$ cat src/rtl/cntr_cmd_sequencer_pkg.sv
// Shared types for the Binary_Counter command sequencer: opcodes and FSM states.
package cntr_seq_pkg;

    localparam int OP_W = 2;

    typedef enum logic [OP_W-1:0] {
        LOAD = 2'd0,
        UP   = 2'd1,
        DOWN = 2'd2,
        HOLD = 2'd3
    } op_e;

    typedef enum logic [1:0] {
        IDLE  = 2'd0,
        EXEC  = 2'd1,
        FLUSH = 2'd2
    } state_e;

endpackage

$ cat src/rtl/cntr_cmd_sequencer_if.sv
// Command port of the sequencer: valid/ready handshake carrying an opcode and argument.
interface cntr_cmd_sequencer_if #(
    parameter int LEN_W = 8
);
    import cntr_seq_pkg::*;

    logic             cmd_valid;
    logic             cmd_ready;
    logic [OP_W-1:0]  cmd_op;
    logic [LEN_W-1:0] cmd_arg;

    modport master (output cmd_valid, output cmd_op, output cmd_arg, input cmd_ready);
    modport slave  (input cmd_valid, input cmd_op, input cmd_arg, output cmd_ready);

endinterface

$ cat src/rtl/cntr_cmd_sequencer_ref.sv
// Reference model of the Binary_Counter: tracks the value and wrap flag the real counter should show.
module cntr_ref_model #(
    parameter int WIDTH = 4
) (
    input  logic             clk,
    input  logic             rst_n,
    input  logic             enable_i,
    input  logic             load_i,
    input  logic             count_i,
    input  logic [WIDTH-1:0] data_i,
    output logic [WIDTH-1:0] exp_o,
    output logic             expC_o
);

    logic [WIDTH-1:0] exp_q;
    logic             expC_q;

    // Load wins over Enable; the wrap flag only reflects the update just taken.
    always_ff @(posedge clk or negedge rst_n) begin
        if (!rst_n) begin
            exp_q  <= '0;
            expC_q <= 1'b0;
        end else if (load_i) begin
            exp_q  <= data_i;
            expC_q <= 1'b0;
        end else if (enable_i) begin
            if (count_i) begin
                exp_q  <= exp_q + WIDTH'(1);
                expC_q <= (exp_q == {WIDTH{1'b1}});
            end else begin
                exp_q  <= exp_q - WIDTH'(1);
                expC_q <= (exp_q == '0);
            end
        end else begin
            expC_q <= 1'b0;
        end
    end

    assign exp_o  = exp_q;
    assign expC_o = expC_q;

endmodule

$ cat src/rtl/cntr_cmd_sequencer.sv
// Command sequencer for the Binary_Counter: turns LOAD/UP/DOWN/HOLD commands into per-cycle
// counter controls, checks the counter against a predictor and reports per-command results.
module cntr_cmd_sequencer
    import cntr_seq_pkg::*;
#(
    parameter int WIDTH = 4,
    parameter int LEN_W = 8,
    parameter int ERR_W = 8
) (
    input  logic                 CLK,
    input  logic                 reset,
    cntr_cmd_sequencer_if.slave  cmd,
    output logic                 Enable,
    output logic                 Load,
    output logic                 Count,
    output logic [WIDTH-1:0]     Data_in,
    input  logic [WIDTH-1:0]     A_count,
    input  logic                 C_out,
    output logic                 busy,
    output logic                 done,
    output logic [WIDTH-1:0]     result,
    output logic [ERR_W-1:0]     carry_cnt,
    output logic                 mismatch,
    output logic [ERR_W-1:0]     err_cnt
);

    localparam logic [1:0] S_IDLE  = IDLE;
    localparam logic [1:0] S_EXEC  = EXEC;
    localparam logic [1:0] S_FLUSH = FLUSH;

    logic [1:0]       state_q, state_d;
    logic [LEN_W-1:0] rem_q, rem_d;
    op_e              op_q;
    logic [WIDTH-1:0] data_q;
    logic             count_q;
    logic [ERR_W-1:0] carry_q, carrySum;
    logic [WIDTH-1:0] result_q;
    logic             chkEn_q;
    logic             mismatch_q;
    logic [ERR_W-1:0] errCnt_q;
    logic             accept;
    logic             execActive;
    logic [WIDTH-1:0] expVal;
    logic             expCarry;
    logic             cmpFail;

    assign cmd.cmd_ready = (state_q == S_IDLE) && reset;
    assign accept        = cmd.cmd_valid && cmd.cmd_ready;

    // A zero-length UP/DOWN/HOLD skips EXEC and completes straight from FLUSH.
    always_comb begin
        state_d = state_q;
        rem_d   = rem_q;
        case (state_q)
            S_IDLE: begin
                if (accept) begin
                    rem_d   = (op_e'(cmd.cmd_op) == LOAD) ? LEN_W'(1) : cmd.cmd_arg;
                    state_d = (rem_d == '0) ? S_FLUSH : S_EXEC;
                end
            end
            S_EXEC: begin
                rem_d = rem_q - LEN_W'(1);
                if (rem_q == LEN_W'(1)) state_d = S_FLUSH;
            end
            S_FLUSH: state_d = S_IDLE;
            default: state_d = S_IDLE;
        endcase
    end

    always_ff @(posedge CLK or negedge reset) begin
        if (!reset) begin
            state_q <= S_IDLE;
            rem_q   <= '0;
            op_q    <= LOAD;
            data_q  <= '0;
            count_q <= 1'b0;
        end else begin
            state_q <= state_d;
            rem_q   <= rem_d;
            if (accept) begin
                op_q   <= op_e'(cmd.cmd_op);
                data_q <= cmd.cmd_arg[WIDTH-1:0];
                if (op_e'(cmd.cmd_op) == UP)   count_q <= 1'b1;
                if (op_e'(cmd.cmd_op) == DOWN) count_q <= 1'b0;
            end
        end
    end

    assign execActive = (state_q == S_EXEC);
    assign Load       = execActive && (op_q == LOAD);
    assign Enable     = execActive && ((op_q == UP) || (op_q == DOWN));
    assign Count      = count_q;
    assign Data_in    = Load ? data_q : '0;
    assign busy       = (state_q != S_IDLE);
    assign done       = (state_q == S_FLUSH);

    // The FLUSH cycle can itself show a wrap, so the reported tally includes it combinationally.
    assign carrySum  = (busy && C_out && (carry_q != {ERR_W{1'b1}})) ? carry_q + ERR_W'(1) : carry_q;
    assign carry_cnt = done ? carrySum : carry_q;
    assign result    = done ? A_count : result_q;

    always_ff @(posedge CLK or negedge reset) begin
        if (!reset) begin
            carry_q  <= '0;
            result_q <= '0;
        end else begin
            if (accept)    carry_q <= '0;
            else if (busy) carry_q <= carrySum;
            if (done)      result_q <= A_count;
        end
    end

    cntr_ref_model #(.WIDTH(WIDTH)) u_ref (
        .clk      (CLK),
        .rst_n    (reset),
        .enable_i (Enable),
        .load_i   (Load),
        .count_i  (Count),
        .data_i   (Data_in),
        .exp_o    (expVal),
        .expC_o   (expCarry)
    );

    // The counter's contents are unknown until something has been loaded into it.
    assign cmpFail = chkEn_q && ((A_count != expVal) || (C_out != expCarry));

    always_ff @(posedge CLK or negedge reset) begin
        if (!reset) begin
            chkEn_q    <= 1'b0;
            mismatch_q <= 1'b0;
            errCnt_q   <= '0;
        end else begin
            if (Load) chkEn_q <= 1'b1;
            if (cmpFail) begin
                mismatch_q <= 1'b1;
                if (errCnt_q != {ERR_W{1'b1}}) errCnt_q <= errCnt_q + ERR_W'(1);
            end
        end
    end

    assign mismatch = mismatch_q;
    assign err_cnt  = errCnt_q;

endmodule
$ cat src/flat_wrapper.sv
// flat-port wrapper written by rule: the top's interface ports become plain ports
module cntr_cmd_sequencer_flat import cntr_seq_pkg::*;
#(
    parameter int WIDTH = 4,
    parameter int LEN_W = 8,
    parameter int ERR_W = 8
)
  (CLK, reset, Enable, Load, Count, Data_in, A_count, C_out, busy, done, result, carry_cnt, mismatch, err_cnt, cmd_cmd_valid, cmd_cmd_op, cmd_cmd_arg, cmd_cmd_ready);
  cntr_cmd_sequencer_if #(.LEN_W(LEN_W)) cmd_i ();
  input  logic CLK;
  input  logic reset;
  output logic Enable;
  output logic Load;
  output logic Count;
  output logic [WIDTH-1:0] Data_in;
  input  logic [WIDTH-1:0] A_count;
  input  logic C_out;
  output logic busy;
  output logic done;
  output logic [WIDTH-1:0] result;
  output logic [ERR_W-1:0] carry_cnt;
  output logic mismatch;
  output logic [ERR_W-1:0] err_cnt;
  input wire logic [$bits(cmd_i.cmd_valid)-1:0] cmd_cmd_valid;
  input wire logic [$bits(cmd_i.cmd_op)-1:0] cmd_cmd_op;
  input wire logic [$bits(cmd_i.cmd_arg)-1:0] cmd_cmd_arg;
  output wire logic [$bits(cmd_i.cmd_ready)-1:0] cmd_cmd_ready;
  assign cmd_i.cmd_valid = cmd_cmd_valid;
  assign cmd_i.cmd_op = cmd_cmd_op;
  assign cmd_i.cmd_arg = cmd_cmd_arg;
  assign cmd_cmd_ready = cmd_i.cmd_ready;
  cntr_cmd_sequencer #(.WIDTH(WIDTH), .LEN_W(LEN_W), .ERR_W(ERR_W)) u_core (.CLK(CLK), .reset(reset), .cmd(cmd_i), .Enable(Enable), .Load(Load), .Count(Count), .Data_in(Data_in), .A_count(A_count), .C_out(C_out), .busy(busy), .done(done), .result(result), .carry_cnt(carry_cnt), .mismatch(mismatch), .err_cnt(err_cnt));
endmodule
$ cat config.mk
export PLATFORM = sky130hd
export DESIGN_NAME = cntr_cmd_sequencer_flat
export DESIGN_NICKNAME = d
export VERILOG_FILES = /design/src/rtl/cntr_cmd_sequencer_pkg.sv /design/src/rtl/cntr_cmd_sequencer_if.sv /design/src/rtl/cntr_cmd_sequencer_ref.sv /design/src/rtl/cntr_cmd_sequencer.sv /design/src/flat_wrapper.sv
export SDC_FILE = /design/constraint.sdc
export NUM_CORES = 1
export LEC_CHECK = 0
export ABC_AREA = 1
export ABC_CLOCK_PERIOD_IN_PS = 2300
export CAP_MARGIN = 20
export CORE_UTILIZATION = 45
export DETAILED_ROUTE_END_ITERATION = 6
export GPL_TIMING_DRIVEN = 0
export PLACE_DENSITY = 0.7
export SYNTH_ARGS = -nofsm -noshare
export SYNTH_HDL_FRONTEND = slang
export SYNTH_HIERARCHICAL = 1
export SYNTH_SLANG_ARGS = --single-unit
export TNS_END_PERCENT = 1
$ cat constraint.sdc
create_clock -name CLK -period 2.3 [get_ports CLK]
set_input_delay 0.46 -clock CLK [delete_from_list [all_inputs] [get_ports CLK]]
set_output_delay 0.46 -clock CLK [all_outputs]
set_load 0.05 [all_outputs]
Yosys cells after proc, flatten, opt, wreduce, memory -nomap -nowiden
Cells that the tools add are included.

operators by class
  add/sub/neg operators = 5
  reductions and logical operators = 23
  muxes and demuxes = 21
  eq/ne operators = 14

operator list
  kind                   count
  $mux W8                6
  $mux W4                5
  $add A8 B1 Y8 const B  2
  $ne A8 B8 Y1 const B   2
  $pmux W8 S2            1
  $reduce_bool A2 Y1     5
  $eq A8 B1 Y1 const B   1
  $logic_not A8 Y1       1
  $reduce_and A2 Y1      4
  $sub A8 B1 Y8 const B  1
  $logic_and A1 B1 Y1    7
  $eq A2 B1 Y1 const B   3
  $eq A2 B2 Y1 const B   3
  $logic_not A2 Y1       3
  $mux W2                3
  $mux W1                5
  $add A4 B1 Y4 const B  1
  $eq A4 B4 Y1 const B   1
  $logic_not A4 Y1       1
  $ne A4 B4 Y1           1
  $pmux W2 S2            1
  $sub A4 B1 Y4 const B  1
  $logic_or A1 B1 Y1     2
  $ne A2 B1 Y1 const B   1
  other kinds (2)        2

word-level totals
  output and inout bits = 31
  logic and storage cells = 75
  flip-flop bits (word level) = 44

Logic depth before layout (Yosys ltp)
  word-level depth = 6
  gate-level depth with buffers = 10

By module
Netlist, hierarchy kept.

by module, submodules not included
  module              times used  cells each  seq. area each (um^2)  area an instance (um^2)
  cntr_cmd_sequencer  1           347         975.9                  2466.1
  cntr_ref_model      1           45          125.1                  354.1

Least setup slack after synthesis
Ideal clock, no wire load.

  path kind = register to output
  start point = reg u_core.state_q[0]
  end point = out carry_cnt[1]
  arrival = 1.941 ns
  path buffers = 0
  data required time = 1.840 ns
  slack = -0.101 ns
  cell stages (with the launch flop) = 4
  cells stage by stage = dfrtp_1 -> nor2_2 -> inv_2 -> o21ai_1

between the ends
  elaborated cells between the ends (all ways) = 6
  classes of those cells = 1 x eq/ne; 2 x mux; 3 x reduce/logical

RTL lines
  element                 RTL line                  text
  start, declared         cntr_cmd_sequencer.sv:31  logic [1:0] state_q, state_d;
  start signal, assigned  cntr_cmd_sequencer.sv:78  state_q <= state_d;
  $eq A2 B2 Y1            cntr_cmd_sequencer.sv:95  assign done = (state_q == S_FLUSH);
  named net done          flat_wrapper.sv:19        output logic done;
  $mux W8                 cntr_cmd_sequencer.sv:99  assign carry_cnt = done ? carrySum : carry_q;
  end, declared           flat_wrapper.sv:21        output logic [ERR_W-1:0] carry_cnt;

The timed path passes the listed nets, and every way through them passes these cells.

Worst setup path in the final report
  start point = reg u_core.carry_q[0]
  end point = out carry_cnt[0]

between the ends
  cells in the longest elaborated chain, start to end = 4
  elaborated cells between the ends (all ways) = 5
  classes of those cells = 1 x add/sub; 1 x eq/ne; 2 x mux; 1 x reduce/logical

ends and longest elaborated chain
  element                                                                RTL line                   text
  start, declared                                                        cntr_cmd_sequencer.sv:36   logic [ERR_W-1:0] carry_q, carrySum;
  start signal, assigned                                                 cntr_cmd_sequencer.sv:108  else if (busy) carry_q <= carrySum;
  parallel branches: the longest is 3 deep, another holds $add A8 B1 Y8  n/a
  $mux W8 (*)                                                            cntr_cmd_sequencer.sv:99

Every way passes the cells marked *.

==> flow_results.org <==
** Outcome
- Run status :: complete, no violations

** Placement
- Port buffering added 48 buffers.
- Once placement finished, the instance area stood at roughly 3400 um^2.
- Placed wire-length estimate :: around 4.7 mm
- Placed instance count :: 516
- Routability congestion estimate :: around 0.81

** Clock network
- CTS Root Cell :: sky130_fd_sc_hd__clkbuf_8
- Number of sinks driven by the clock tree :: 44
- CTS HTree Levels :: 2
- No sink is reached through more buffers than the 2 on the longest clock path.
- Clock Pin Slew Worst Setup and Hold Paths :: around 90 ps
- TritonCTS clock tree :: done
- Clock tree synthesis inserted a total of 5 buffers.
- Insertion delay to the later sink of the worst-skew pair :: around 300 ps

** Global routing
- Total grt overflow :: 0
- Global-route wire length before repair :: roughly 11 mm
- Pin count of the biggest net entering global routing :: 33
- The number of antenna violations at the first check in global routing is 0.
- In the global route stage, overall resource usage came out at around a fifth.
- Number of global-route vias before repair :: approximately 2.5k

** Floorplan
- IO Pins :: 49
- Horiz. Die Dim :: slightly above 80 um
- Initial standard-cell utilization of the core :: 47.08%
- Std cell rows :: 28
- Core Box Area :: between 5000 and 6000 um^2
- The die covers 6588 um^2.
- Die span in y :: 81.17 um

** Yosys
- The biggest area contributor in the post-synthesis netlist is sky130_fd_sc_hd__dfrtp_1.
- Synthesis inferred 44 register bits.
- Each instance of the synthesized netlist takes up on average between 7 and 8 um^2.
- Post-Syn Instances :: slightly below 400
- Netlist area before placement :: about 2800 um^2
- Synthesis instantiated 34 different standard cells from the library.
- Sequential area share after synthesis :: roughly two fifths
- Yosys printed 6 warnings.
- Fraction of synthesized cell area taken by the top area cell type :: between 30% and 40%
- Biggest area contributors in the synthesized netlist :: sky130_fd_sc_hd__dfrtp_1 39%, sky130_fd_sc_hd__nand2_1 17%, sky130_fd_sc_hd__inv_1 6.9%
- The number of nets handed over by synthesis was between 400 and 500.

** Power and ir drop
- VDD sags by at most 916.1 uV.
- Summed over all cells, the static leakage comes to 0.001864 uW.
- P per Cell Area :: 1506 nW/um^2

** Critical path
- On the worst path, the slowest cell contributes a delay of between 400 and 500 ps.
- Critical path cell sequence :: ha_4, nand2_4, nor2_4, nand2_4, nand2_4, inv_2, nand2_1, nand2_1, o21ai_2, buf_6
- Depth of the worst register-to-register path :: 10
- Setup slack of the most critical reg-to-reg path :: ~540 ps
- On the critical path, the stage with the largest delay is an instance of sky130_fd_sc_hd__dfrtp_2.
- Top fanout value on the critical path :: 8
- Data on the critical path is required at its endpoint by 1840 ps.
- Startpoint of the lowest-slack register-to-register path :: u_core/state_q[1]
- The endpoint identified for the worst register-to-register timing path is u_core/u_ref/expC_o.
- The worst setup path is captured at an output pin.
- For the worst setup path, the data arrival time is approximately 1800 ps.
- The worst setup path is of the flop to output pin kind.
- CP dominant cell by count :: sky130_fd_sc_hd__nand2_4
- STA classifies the critical path startpoint as a flop.

** Detailed routing
- The detail route stage leaves a number of antenna-violating nets equal to 0.
- The routed design has between 6 and 7 mm of wire.
- For this run, design rule violations remaining after detail routing come to 0.
- Average wire length per cell after detail routing :: 11.61 um
- Routed vias/inst :: a little under 5
- The detailed router placed about 2.6k vias in this run.
- Before antenna repair, the detailed router went through 4 iterations.
- For this block, the initial DRC count from the detailed router was 111.

** Timing
- Hold timing on the final database bottoms out at a slack of roughly 29 ps.
- Unrepaired setup endpoints after global routing :: yes
- Final hold violation count :: 0
- Total Negative Setup Slacks :: 0 ps
- Across the routed clock network, the largest skew measured is 6.498 ps.
- Relative max-transition margin :: between 60% and 70%
- The worst path in the final design needs a cycle of ~2200 ps, including I/O delays and setup.
- The max-slew violation total from the final report came to 0.
- Fmax achieved :: roughly 450 MHz
- The final critical path takes up a little over nine tenths of the cycle.
- Setup violations remaining at the end of the flow were counted as 0.
- Worst-margin pin slew :: a little under 500 ps

** Cells and area
- Summing all non-filler instances in the final layout gives an area of between 3000 and 4000 um^2.
- In the final layout, the share of cells above drive strength 1 is 16.78%.
- Diodes inserted :: 0
- Most common cell after layout, fill and taps aside :: sky130_fd_sc_hd__nand2_1
- From synthesis to final layout, the design area changed by 26.49%.
- Most used cells in the layout excluding fill and tap cells :: 129 x sky130_fd_sc_hd__nand2_1, 49 x sky130_fd_sc_hd__inv_1, 42 x sky130_fd_sc_hd__dfrtp_1
- The net count of the finished layout is 480.
- Post-layout instance count excluding filler cells :: about 530

** Run
- Max-cap check violation count :: 0

** Min path
- The worst hold path belongs to the class primary input to async pin.
flip-flops by register name, indices dropped and copies added, names as in the netlist, 2 cells and up:
signal / cells
u_core/op_q: 2
u_core/u_ref/exp_o: 4
u_core/carry_q: 8
u_core/state_q: 2
u_core/err_cnt: 8
u_core/result_q: 4
u_core/data_q: 4
u_core/rem_q: 8
report_power, final:
| group | total [uW] | switching (uW) | leakage [uW] | internal (uW) |
|---|---|---|---|---|
| logic | 3320 | 2200 | 0.00127 | 1130 |
| clock network | 612 | 290 | 0.0000541 | 322 |
| registers | 1440 | 330 | 0.000543 | 1110 |
| total | 5370 | 2810 | 0.00186 | 2560 |
critical path: cells and delay by family (launching register included):
family | cells | cell delay (ps)
compound gates | 1 | 130
fa+ha+maj | 1 | 170
buf+inv | 2 | 230
flops | 1 | 420
simple gates | 6 | 530
how the worst max path moves through the flow:
stage	startpoint	to	slack, ps	cells past startpoint
floorplan	u_core/state_q[0]	carry_cnt[1]	-100	3
global placement	reset	cmd_cmd_ready	-1940	4
detailed placement	C_out	carry_cnt[3]	-710	10
CTS	C_out	carry_cnt[3]	-50	10
global route	u_core/carry_q[0]	carry_cnt[3]	-70	11
finish	u_core/carry_q[0]	carry_cnt[0]	70	10
cell type report:
class | count | area, um^2
well taps | 75 | 93.84
plain buffers | 5 | 28.78
repair buffers | 53 | 499.2
inverters | 58 | 217.7
clock inverters | 3 | 42.54
flip-flops and latches | 44 | 1104
clock buffers | 5 | 68.82
fillers | 575 | 2424
multi-input cells | 285 | 1513
metal layers:
layer	vias to the layer above	share of wire, %	track usage (%)
met5	-	0	0
met4	0	0.51	4.286
met3	2	3.9	4.607
met2	46	48	36.55
met1	1150	48	27.63
li1	1356	-	-
cell usage after synthesis:
| library cell | n |
|---|---|
| sky130_fd_sc_hd__buf_2 | 3 |
| sky130_fd_sc_hd__o31ai_1 | 1 |
| sky130_fd_sc_hd__nor2_2 | 2 |
| sky130_fd_sc_hd__inv_2 | 6 |
| sky130_fd_sc_hd__nor2_4 | 5 |
| sky130_fd_sc_hd__nand2_2 | 5 |
| sky130_fd_sc_hd__o221ai_1 | 1 |
| sky130_fd_sc_hd__o21ai_0 | 9 |
| sky130_fd_sc_hd__inv_1 | 52 |
| sky130_fd_sc_hd__o21ai_2 | 5 |
| sky130_fd_sc_hd__xor2_1 | 6 |
| sky130_fd_sc_hd__dfrtp_1 | 44 |
| sky130_fd_sc_hd__nand3b_1 | 3 |
| sky130_fd_sc_hd__or2_1 | 1 |
| sky130_fd_sc_hd__nand4_1 | 12 |
| sky130_fd_sc_hd__a21o_1 | 1 |
| sky130_fd_sc_hd__a22oi_1 | 2 |
| sky130_fd_sc_hd__fa_1 | 1 |
| sky130_fd_sc_hd__nand2_1 | 131 |
| sky130_fd_sc_hd__nor3b_1 | 1 |
| sky130_fd_sc_hd__ha_1 | 9 |
| sky130_fd_sc_hd__nor2_1 | 35 |
| sky130_fd_sc_hd__o21ai_1 | 12 |
| sky130_fd_sc_hd__buf_4 | 1 |
| sky130_fd_sc_hd__nand4_2 | 1 |
| sky130_fd_sc_hd__a21oi_1 | 8 |
| sky130_fd_sc_hd__nand2_4 | 2 |
| sky130_fd_sc_hd__clkbuf_1 | 1 |
| sky130_fd_sc_hd__nand3_2 | 3 |
| sky130_fd_sc_hd__or2_2 | 1 |
| sky130_fd_sc_hd__nand3_1 | 20 |
| sky130_fd_sc_hd__and2_1 | 1 |
| sky130_fd_sc_hd__xnor2_1 | 4 |
| sky130_fd_sc_hd__nor3_1 | 3 |
through the flow:
stage                     util, %  setup WS, ps  power (uW)
after global placement      56.66         -1945        4674
after CTS                   58.90        -51.96        5358
after detailed placement    56.91        -705.8        4739
final                       59.54         66.14        5371
after floorplan                 -        -101.1        3817
after global routing        59.54        -70.83        5833
timing repair:
item / CTS / global route
setup endpoints to repair: 20 / 20
buffers inserted: 0 / 4
resized for setup: 101 / 29
pin swaps: 2 / 3
cloned: 0 / 0
hold buffers: 0 / 0
logic make-up after synthesis:
logic type | count (synthesis) | share of synthesized area [%]
flops | 44 | 39.04
compound gates | 39 | 8.075
xor+xnor | 10 | 3.105
buf+inv | 63 | 8.651
fa+ha+maj | 10 | 4.703
simple gates | 226 | 36.42
(Power assumes the default switching activity.)
